File: config.mk
export PLATFORM = sky130hd
export DESIGN_NAME = fetch_queue_flat
export DESIGN_NICKNAME = d
export VERILOG_FILES = /design/src/rtl/fetch_queue_if.sv /design/src/rtl/fetch_queue.sv /design/src/flat_wrapper.sv
export SDC_FILE = /design/constraint.sdc
export NUM_CORES = 1
export LEC_CHECK = 0
export ABC_AREA = 1
export BUFFER_PORTS_ARGS = -buffer_cell sky130_fd_sc_hd__buf_2
export CAP_MARGIN = 5
export CORE_AREA = 2 2 291 149
export DETAILED_ROUTE_END_ITERATION = 16
export DIE_AREA = 0 0 293 151
export GPL_TIMING_DRIVEN = 0
export HOLD_SLACK_MARGIN = 0.1
export PLACE_DENSITY = 0.57
export SETUP_SLACK_MARGIN = 0.4
export SLEW_MARGIN = 0
export SYNTH_ARGS = -nofsm -noshare
export SYNTH_HDL_FRONTEND = slang
export SYNTH_SLANG_ARGS = --single-unit
export TNS_END_PERCENT = 50
File: constraint.sdc
create_clock -name clk -period 6.22 [get_ports clk]
set_input_delay 1.866 -clock clk [delete_from_list [all_inputs] [get_ports clk]]
set_output_delay 1.866 -clock clk [all_outputs]
set_load 0.02 [all_outputs]
File: src/rtl/fetch_queue_if.sv
// Fetch queue bus bundle: redirect request, instruction memory port and decode-side handshake.
// master = fetch queue, slave = surrounding core (decode, branch unit, imem).
interface fetch_queue_if #(
   parameter int unsigned DATA_WIDTH = 32,
   parameter int unsigned ADDR_WIDTH = 32,
   parameter int unsigned DEPTH      = 4
);
   localparam int unsigned CNT_W = $clog2(DEPTH + 1);

   logic                  redirect;
   logic [ADDR_WIDTH-1:0] redirect_pc;
   logic [ADDR_WIDTH-1:0] imem_addr;
   logic [DATA_WIDTH-1:0] imem_rdata;
   logic                  out_valid;
   logic                  out_ready;
   logic [DATA_WIDTH-1:0] out_instr;
   logic [ADDR_WIDTH-1:0] out_pc;
   logic [CNT_W-1:0]      count;

   modport master (
      input  redirect, redirect_pc, imem_rdata, out_ready,
      output imem_addr, out_valid, out_instr, out_pc, count
   );

   modport slave (
      output redirect, redirect_pc, imem_rdata, out_ready,
      input  imem_addr, out_valid, out_instr, out_pc, count
   );
endinterface

File: src/rtl/fetch_queue.sv
// Instruction prefetch queue: owns the fetch PC, drives a combinational imem and
// buffers up to DEPTH {pc, instr} pairs for decode; redirect flushes and re-steers.
module fetch_queue #(
   parameter int unsigned           DATA_WIDTH = 32,
   parameter int unsigned           ADDR_WIDTH = 32,
   parameter int unsigned           DEPTH      = 4,
   parameter logic [ADDR_WIDTH-1:0] RESET_PC   = '0
) (
   input logic           clk,
   input logic           rst,
   fetch_queue_if.master bus
);
   localparam int unsigned PTR_W = $clog2(DEPTH);
   localparam int unsigned CNT_W = $clog2(DEPTH + 1);

   typedef struct packed {
      logic [ADDR_WIDTH-1:0] pc;
      logic [DATA_WIDTH-1:0] instr;
   } entry_t;

   entry_t                storage [DEPTH];
   logic [ADDR_WIDTH-1:0] fetch_pc;
   logic [PTR_W-1:0]      rd_ptr;
   logic [PTR_W-1:0]      wr_ptr;
   logic [CNT_W-1:0]      count_q;

   logic   valid_c;
   logic   pop_c;
   logic   push_c;
   entry_t head_c;

   // Push-while-full is legal only when the head leaves in the same cycle.
   assign valid_c = (count_q != '0);
   assign pop_c   = valid_c & bus.out_ready;
   assign push_c  = ~bus.redirect & ((count_q < CNT_W'(DEPTH)) | pop_c);
   assign head_c  = storage[rd_ptr];

   assign bus.imem_addr = fetch_pc;
   assign bus.out_valid = valid_c;
   assign bus.out_instr = head_c.instr;
   assign bus.out_pc    = head_c.pc;
   assign bus.count     = count_q;

   // Control state: reset beats redirect, redirect beats push/pop.
   always_ff @(posedge clk) begin
      if (rst) begin
         fetch_pc <= RESET_PC;
         rd_ptr   <= '0;
         wr_ptr   <= '0;
         count_q  <= '0;
      end else if (bus.redirect) begin
         fetch_pc <= bus.redirect_pc;
         rd_ptr   <= '0;
         wr_ptr   <= '0;
         count_q  <= '0;
      end else begin
         if (push_c) begin
            wr_ptr   <= wr_ptr + PTR_W'(1);
            fetch_pc <= fetch_pc + ADDR_WIDTH'(4);
         end
         if (pop_c) begin
            rd_ptr <= rd_ptr + PTR_W'(1);
         end
         if (push_c && !pop_c) begin
            count_q <= count_q + CNT_W'(1);
         end else if (pop_c && !push_c) begin
            count_q <= count_q - CNT_W'(1);
         end
      end
   end

   // Payload storage needs no reset; entries are only read while counted valid.
   always_ff @(posedge clk) begin
      if (!rst && push_c) begin
         storage[wr_ptr] <= '{pc: fetch_pc, instr: bus.imem_rdata};
      end
   end

   a_count_bound : assert property (@(posedge clk) disable iff (rst)
      count_q <= CNT_W'(DEPTH));

   a_ptr_consistent : assert property (@(posedge clk) disable iff (rst)
      PTR_W'(count_q) == PTR_W'(wr_ptr - rd_ptr));
endmodule

File: src/flat_wrapper.sv
// flat-port wrapper written by rule: the top's interface ports become plain ports
module fetch_queue_flat 
#(
   parameter int unsigned           DATA_WIDTH = 32,
   parameter int unsigned           ADDR_WIDTH = 32,
   parameter int unsigned           DEPTH      = 4,
   parameter logic [ADDR_WIDTH-1:0] RESET_PC   = '0
)
  (clk, rst, bus_redirect, bus_redirect_pc, bus_imem_rdata, bus_out_ready, bus_imem_addr, bus_out_valid, bus_out_instr, bus_out_pc, bus_count);
  fetch_queue_if #(.DATA_WIDTH(DATA_WIDTH), .ADDR_WIDTH(ADDR_WIDTH), .DEPTH(DEPTH)) bus_i ();
  input logic clk;
  input logic rst;
  input wire logic [$bits(bus_i.redirect)-1:0] bus_redirect;
  input wire logic [$bits(bus_i.redirect_pc)-1:0] bus_redirect_pc;
  input wire logic [$bits(bus_i.imem_rdata)-1:0] bus_imem_rdata;
  input wire logic [$bits(bus_i.out_ready)-1:0] bus_out_ready;
  output wire logic [$bits(bus_i.imem_addr)-1:0] bus_imem_addr;
  output wire logic [$bits(bus_i.out_valid)-1:0] bus_out_valid;
  output wire logic [$bits(bus_i.out_instr)-1:0] bus_out_instr;
  output wire logic [$bits(bus_i.out_pc)-1:0] bus_out_pc;
  output wire logic [$bits(bus_i.count)-1:0] bus_count;
  assign bus_i.redirect = bus_redirect;
  assign bus_i.redirect_pc = bus_redirect_pc;
  assign bus_i.imem_rdata = bus_imem_rdata;
  assign bus_i.out_ready = bus_out_ready;
  assign bus_imem_addr = bus_i.imem_addr;
  assign bus_out_valid = bus_i.out_valid;
  assign bus_out_instr = bus_i.out_instr;
  assign bus_out_pc = bus_i.out_pc;
  assign bus_count = bus_i.count;
  fetch_queue #(.DATA_WIDTH(DATA_WIDTH), .ADDR_WIDTH(ADDR_WIDTH), .DEPTH(DEPTH), .RESET_PC(RESET_PC)) u_core (.clk(clk), .rst(rst), .bus(bus_i));
endmodule
Word level (Yosys, flattened, before mapping)
Memories as Yosys holds them, arrays and structs flattened. A register that Yosys moved wholly into a read port is not among the register bits.
Index checks and enable logic that the tools add are counted.
{"block": "classes", "n_reduce_logical": 10, "n_addsub": 5, "magnitude_cmp": 1, "mux": 8, "bitwise_logic": 4}
{"cell": "$mux 32", "count": 2}
{"cell": "$add 32x3->32 const B", "count": 1}
{"cell": "$mux 3", "count": 2}
{"cell": "$add 2x1->2 const B", "count": 2}
{"cell": "$mux 2", "count": 2}
{"cell": "$reduce_bool 2->1", "count": 2}
{"cell": "$add 3x1->3 const B", "count": 1}
{"cell": "$logic_and 1x1->1", "count": 3}
{"cell": "$logic_not 1->1", "count": 3}
{"cell": "$lt 3x3->1 const B", "count": 1}
{"cell": "$reduce_bool 3->1", "count": 1}
{"cell": "$sub 3x1->3 const B", "count": 1}
{"cell": "$and 1x1->1", "count": 2}
{"cell": "$mux 1", "count": 2}
{"cell": "$reduce_or 2->1", "count": 1}
{"cell": "$not 1->1", "count": 1}
{"cell": "$or 1x1->1", "count": 1}
{"block": "word_totals", "regBits": 39, "in_bits": 68, "mem_count": 1, "output_inout_bits": 100, "wordCells": 33, "ram_bits": 256}
{"memory": "u_core.storage", "depth": 4, "word_bits": 64, "read_ports": 1, "rd_clocked_by_memory_dff": 1, "wr": 1, "line_no": "fetch_queue.sv:21", "text": "entry_t storage [DEPTH];"}

Longest topological paths before layout
{"block": "depth", "ltp_word": 8, "depth_mapped": 13}

Least setup slack after synthesis
OpenSTA, ideal clock, no wires.
{"block": "synth_path", "path_type": "input to register", "from": "input port bus_redirect", "to": "memory u_core.storage[0][0] in the netlist's numbering (enable)", "arrival_time_ns": 5.130, "setup_ns": 0.486, "required_time_ns": 5.734, "stages": 6, "path_slack_ns": 0.604, "path_cell_list": "buf_2 -> nor2_4 -> inv_2 -> nor2_4 -> inv_2 -> nor2_1"}
{"block": "synth_between", "elab_chain_cells": 5}
{"element": "start, declared", "line_no": "flat_wrapper.sv:13", "text": "input wire logic [$bits(bus_i.redirect)-1:0] bus_redirect;"}
{"element": "$not 1->1", "line_no": "fetch_queue.sv:35", "text": "assign push_c = ~bus.redirect & ((count_q < CNT_W'(DEPTH)) | pop_c);"}
{"element": "$and 1x1->1", "line_no": "fetch_queue.sv:35"}
{"element": "$logic_and 1x1->1", "line_no": "fetch_queue.sv:74", "text": "if (!rst && push_c) begin"}
{"element": "$mux 1", "line_no": "fetch_queue.sv:74"}
{"element": "$mux 1 (implied by the code)", "line_no": "fetch_queue.sv:75", "text": "storage[wr_ptr] <= '{pc: fetch_pc, instr: bus.imem_rdata};"}
{"element": "end, declared", "line_no": "fetch_queue.sv:21"}
Every way passes these cells.

==> summary.md <==
| Metric | Value |
|---|---|
| Outcome | `finished clean` |
| Clock Latency Late Sink | `0.56 ns` |
| DR pass1 iterations | `6` |
| FFs w/ async S/R, synth | `0%` |
| Clk slew on worst S/H paths | `0.06 ns` |
| Post-synth EDFFs | `256` |
| Worst hold slack | `0.4797 ns` |
| Total clock sinks | `297` |
| Capturing point of the worst reg2reg path | `u_core.bus.count[2]$_SDFFE_PP0P_` |
| Main combinational cell family by area after synthesis | `compound AO/OA/AOI/OAI gates` |
| Synth Area in Simple Gates | `11.45%` |
| Area Overhead vs Synth | `21.82%` |
| YS warnings | `0` |
| GRT Residual Overflow | `0` |
| Commonest cells in the netlist | `256 x edfxtp_1, 172 x nor2_1, 151 x o21ai_0` |
| Post-Synth XOR/XNOR Area | `0.3656%` |
| Most common cell in the synthesized netlist | `edfxtp_1` |
| Yosys cell types | `37` |
| Antenna Nets Post-Route | `0` |
| RSZ-0062 raised after global routing | `no` |
| Fraction of synthesized area in multiplexers | `0%` |
| Peak supply drop | `0.1810 mV` |
| Data required, critical path | `4.35 ns` |
| CP Max Fanout | `10` |
| Logic pwr share | `7.9%` |
| DIE HEIGHT | `151 um` |
| Final Hold Fails | `0` |
| Drt via density | `4.652` |
| Post-CTS setup buffer count | `0` |
| Die Wd | `293 um` |
| Largest net degree at the start of global routing | `28` |
| Via count | `8360` |
| Worst setup path category | `reg -> out` |
| #FFs+latches synth | `297` |
| HP Class | `reg -> reg` |
| Type of origin of the critical path | `register` |
| Clk root buf | `clkbuf_16` |
| Total power | `4.270 mW` |
| Hold Buf Count CTS | `0` |
| Synth Area in Compound Gates | `13.06%` |
| Tightest Pin Transition | `0.7312 ns` |
| Area share of the largest cell type after synthesis | `64.19%` |
| Synth top area cells | `edfxtp_1 64%, dfxtp_1 6.9%, o21ai_0 6.3%` |
| Period utilization | `69.90%` |
| I/O Buffers | `165` |
| Synth Area in Adders | `0.7940%` |
| Rows | `53` |
| Hold Path Depth | `2` |
| Psw | `1.017 mW` |
| H-tree depth | `1` |
| Path depth of the worst reg2reg path | `13` |
| Predominant post-synthesis flop cell | `edfxtp_1` |
| Share of cells above drive strength 1 | `21.20%` |
| CP endpoint kind | `output pin` |
| Fillers | `4069` |
| Dpl hpwl | `21930 um` |
| Die Area | `44240 um^2` |
| Largest area contributor in the netlist | `edfxtp_1` |
| Reg-to-reg critical path startpoint | `u_core.bus.count[2]$_SDFFE_PP0P_` |
| Synth Net Count | `1090` |
| Hold path start | `u_core.rd_ptr[1]$_SDFFE_PP0P_` |
| First-pass GRT wire length | `48040 um` |
| Hold endpoint | `u_core.rd_ptr[1]$_SDFFE_PP0P_` |
| Clock power share | `39.0%` |
| Clk buf depth | `3` |
| Synthesized area | `11980 um^2` |
| Setup violations, final | `0` |
| Total wire length | `32270 um` |
| CTS tree | `done` |
| R2R Setup Slk | `3.79 ns` |
| I/O pins | `168` |
| Power Dens Cells | `292.6 nW/um^2` |
| Gpl congestion | `0.8307` |
| DRC violation count after routing | `0` |
| Cell total after placement | `1738` |
| WL/cell | `17.96 um` |
| Clk_skew | `0.02035 ns` |
| Slew Viols, Final | `0` |
| Initial antenna violation count | `1` |
| Initial Utilization | `28.80%` |
| Minimum clock period | `4.348 ns` |
| Crit path DAT | `2.48 ns` |
| Mapped Cells | `1015` |
| DRT iter0 DRCs | `637` |
| Post_cts resized | `0` |
| CTS buffer count | `31` |
| Finished Layout Cells | `1797` |
| Sw frac | `23.81%` |
| Leak | `5.141 nW` |
| Fmax | `0.2300 GHz` |
| Fin nets | `1296` |
| Placeable Area | `41580 um^2` |
| MaxCap Viol Count | `0` |
| Slew margin rel. | `51.14%` |
| Via count of the first global-routing pass | `8111` |
| Average footprint of a synthesized cell | `11.80 um^2` |
| Total GRT Usage | `14.19%` |
| Internal power | `3.253 mW` |
| Share of power burned in registers | `53.1%` |
| Sequential area share after synthesis | `71.04%` |
## logic make-up after synthesis
logic type,after synthesis
xor gates and xnor gates,5
adders and majority gates,7
DFF,297
buffers and inverters,98
AOI/OAI and AO/OA,281
and+or+nand+nor,327
## cell type report
type                            count  area [um^2]  area share [%]
Clock inverter                     14        73.82          0.5060
Timing Repair Buffer              173        985.9           6.758
Antenna cell                        2        5.005         0.03430
Clock buffer                       43        830.8           5.694
Inverter                           46        172.7           1.183
Multi-Input combinational cell    620         3104           21.28
Sequential cell                   297         8508           58.31
Tap cell                          550        688.2           4.717
Buffer                             52        221.5           1.518
## worst max path at each step
stage,to,slack (ns),depth (start not counted)
2_1_floorplan,u_core.storage[0][0]$_DFFE_PP_,0.60,6
3_3_place_gp,u_core.storage[3][8]$_DFFE_PP_,-2.14,6
3_5_place_dp,u_core.storage[2][11]$_DFFE_PP_,2.03,8
4_1_cts,bus_out_instr[22],1.74,5
5_1_grt,bus_out_instr[22],1.63,7
6_report,bus_out_pc[7],1.87,5
## through the flow
step | instance area (um^2) | util [%] | worst slack, ns | setup TNS (ns)
after floorplan | 11980 | - | 0.6038 | 0
after global placement | 13490 | 32.45 | -2.143 | -509.49
after detailed placement | 13680 | 32.90 | 2.028 | 0
after CTS | 14590 | 35.08 | 1.745 | 0
after global routing | 14590 | 35.08 | 1.629 | 0
final | 14590 | 35.09 | 1.872 | 0
## power by group through the flow
stage                     Clock [mW]  Sequential [mW]  Combinational (mW)
after floorplan                    0             2.31               0.176
after global placement             0             2.31               0.332
after detailed placement           0             2.31               0.342
after CTS                       1.69             2.27               0.343
after global routing            1.79             2.27               0.367
final                           1.67             2.27               0.337
## registers in the layout (all words and copies together) (netlist names), named ones only
name,count
u_core.rd_ptr,2
u_core.wr_ptr,2
u_core.bus.count,3
u_core.storage,256
u_core.bus.imem_addr,32
## per-layer routing
layer  global-route usage (%)  vias up  share of wire, %
li1                         -     4083                 -
met3                    1.761       46               3.2
met4                    4.667        0               2.7
met5                        0        -                 0
met1                    17.40     4080                42
met2                    26.11      151                52
## critical path: stages (launching register included)
cell and delay [ns]:
dfxtp_1 0.33, clkbuf_1 0.50, clkbuf_1 0.45, o21ai_0 0.17, o22ai_1 0.25, buf_2 0.22
## cells in the final DEF, fill, tap and decap left out, types with 12 or more instances in the layout
| master | n |
|---|---|
| nand2_1 | 108 |
| inv_1 | 39 |
| nand3_1 | 18 |
| edfxtp_1 | 256 |
| buf_2 | 177 |
| clkbuf_16 | 31 |
| dfxtp_1 | 41 |
| o21ai_0 | 151 |
| clkbuf_1 | 49 |
| nor2_1 | 168 |
| a22oi_1 | 17 |
| nor2_4 | 12 |
| o22ai_1 | 67 |
| a21oi_1 | 28 |
Note: power is estimated with default switching activity, not from simulation.
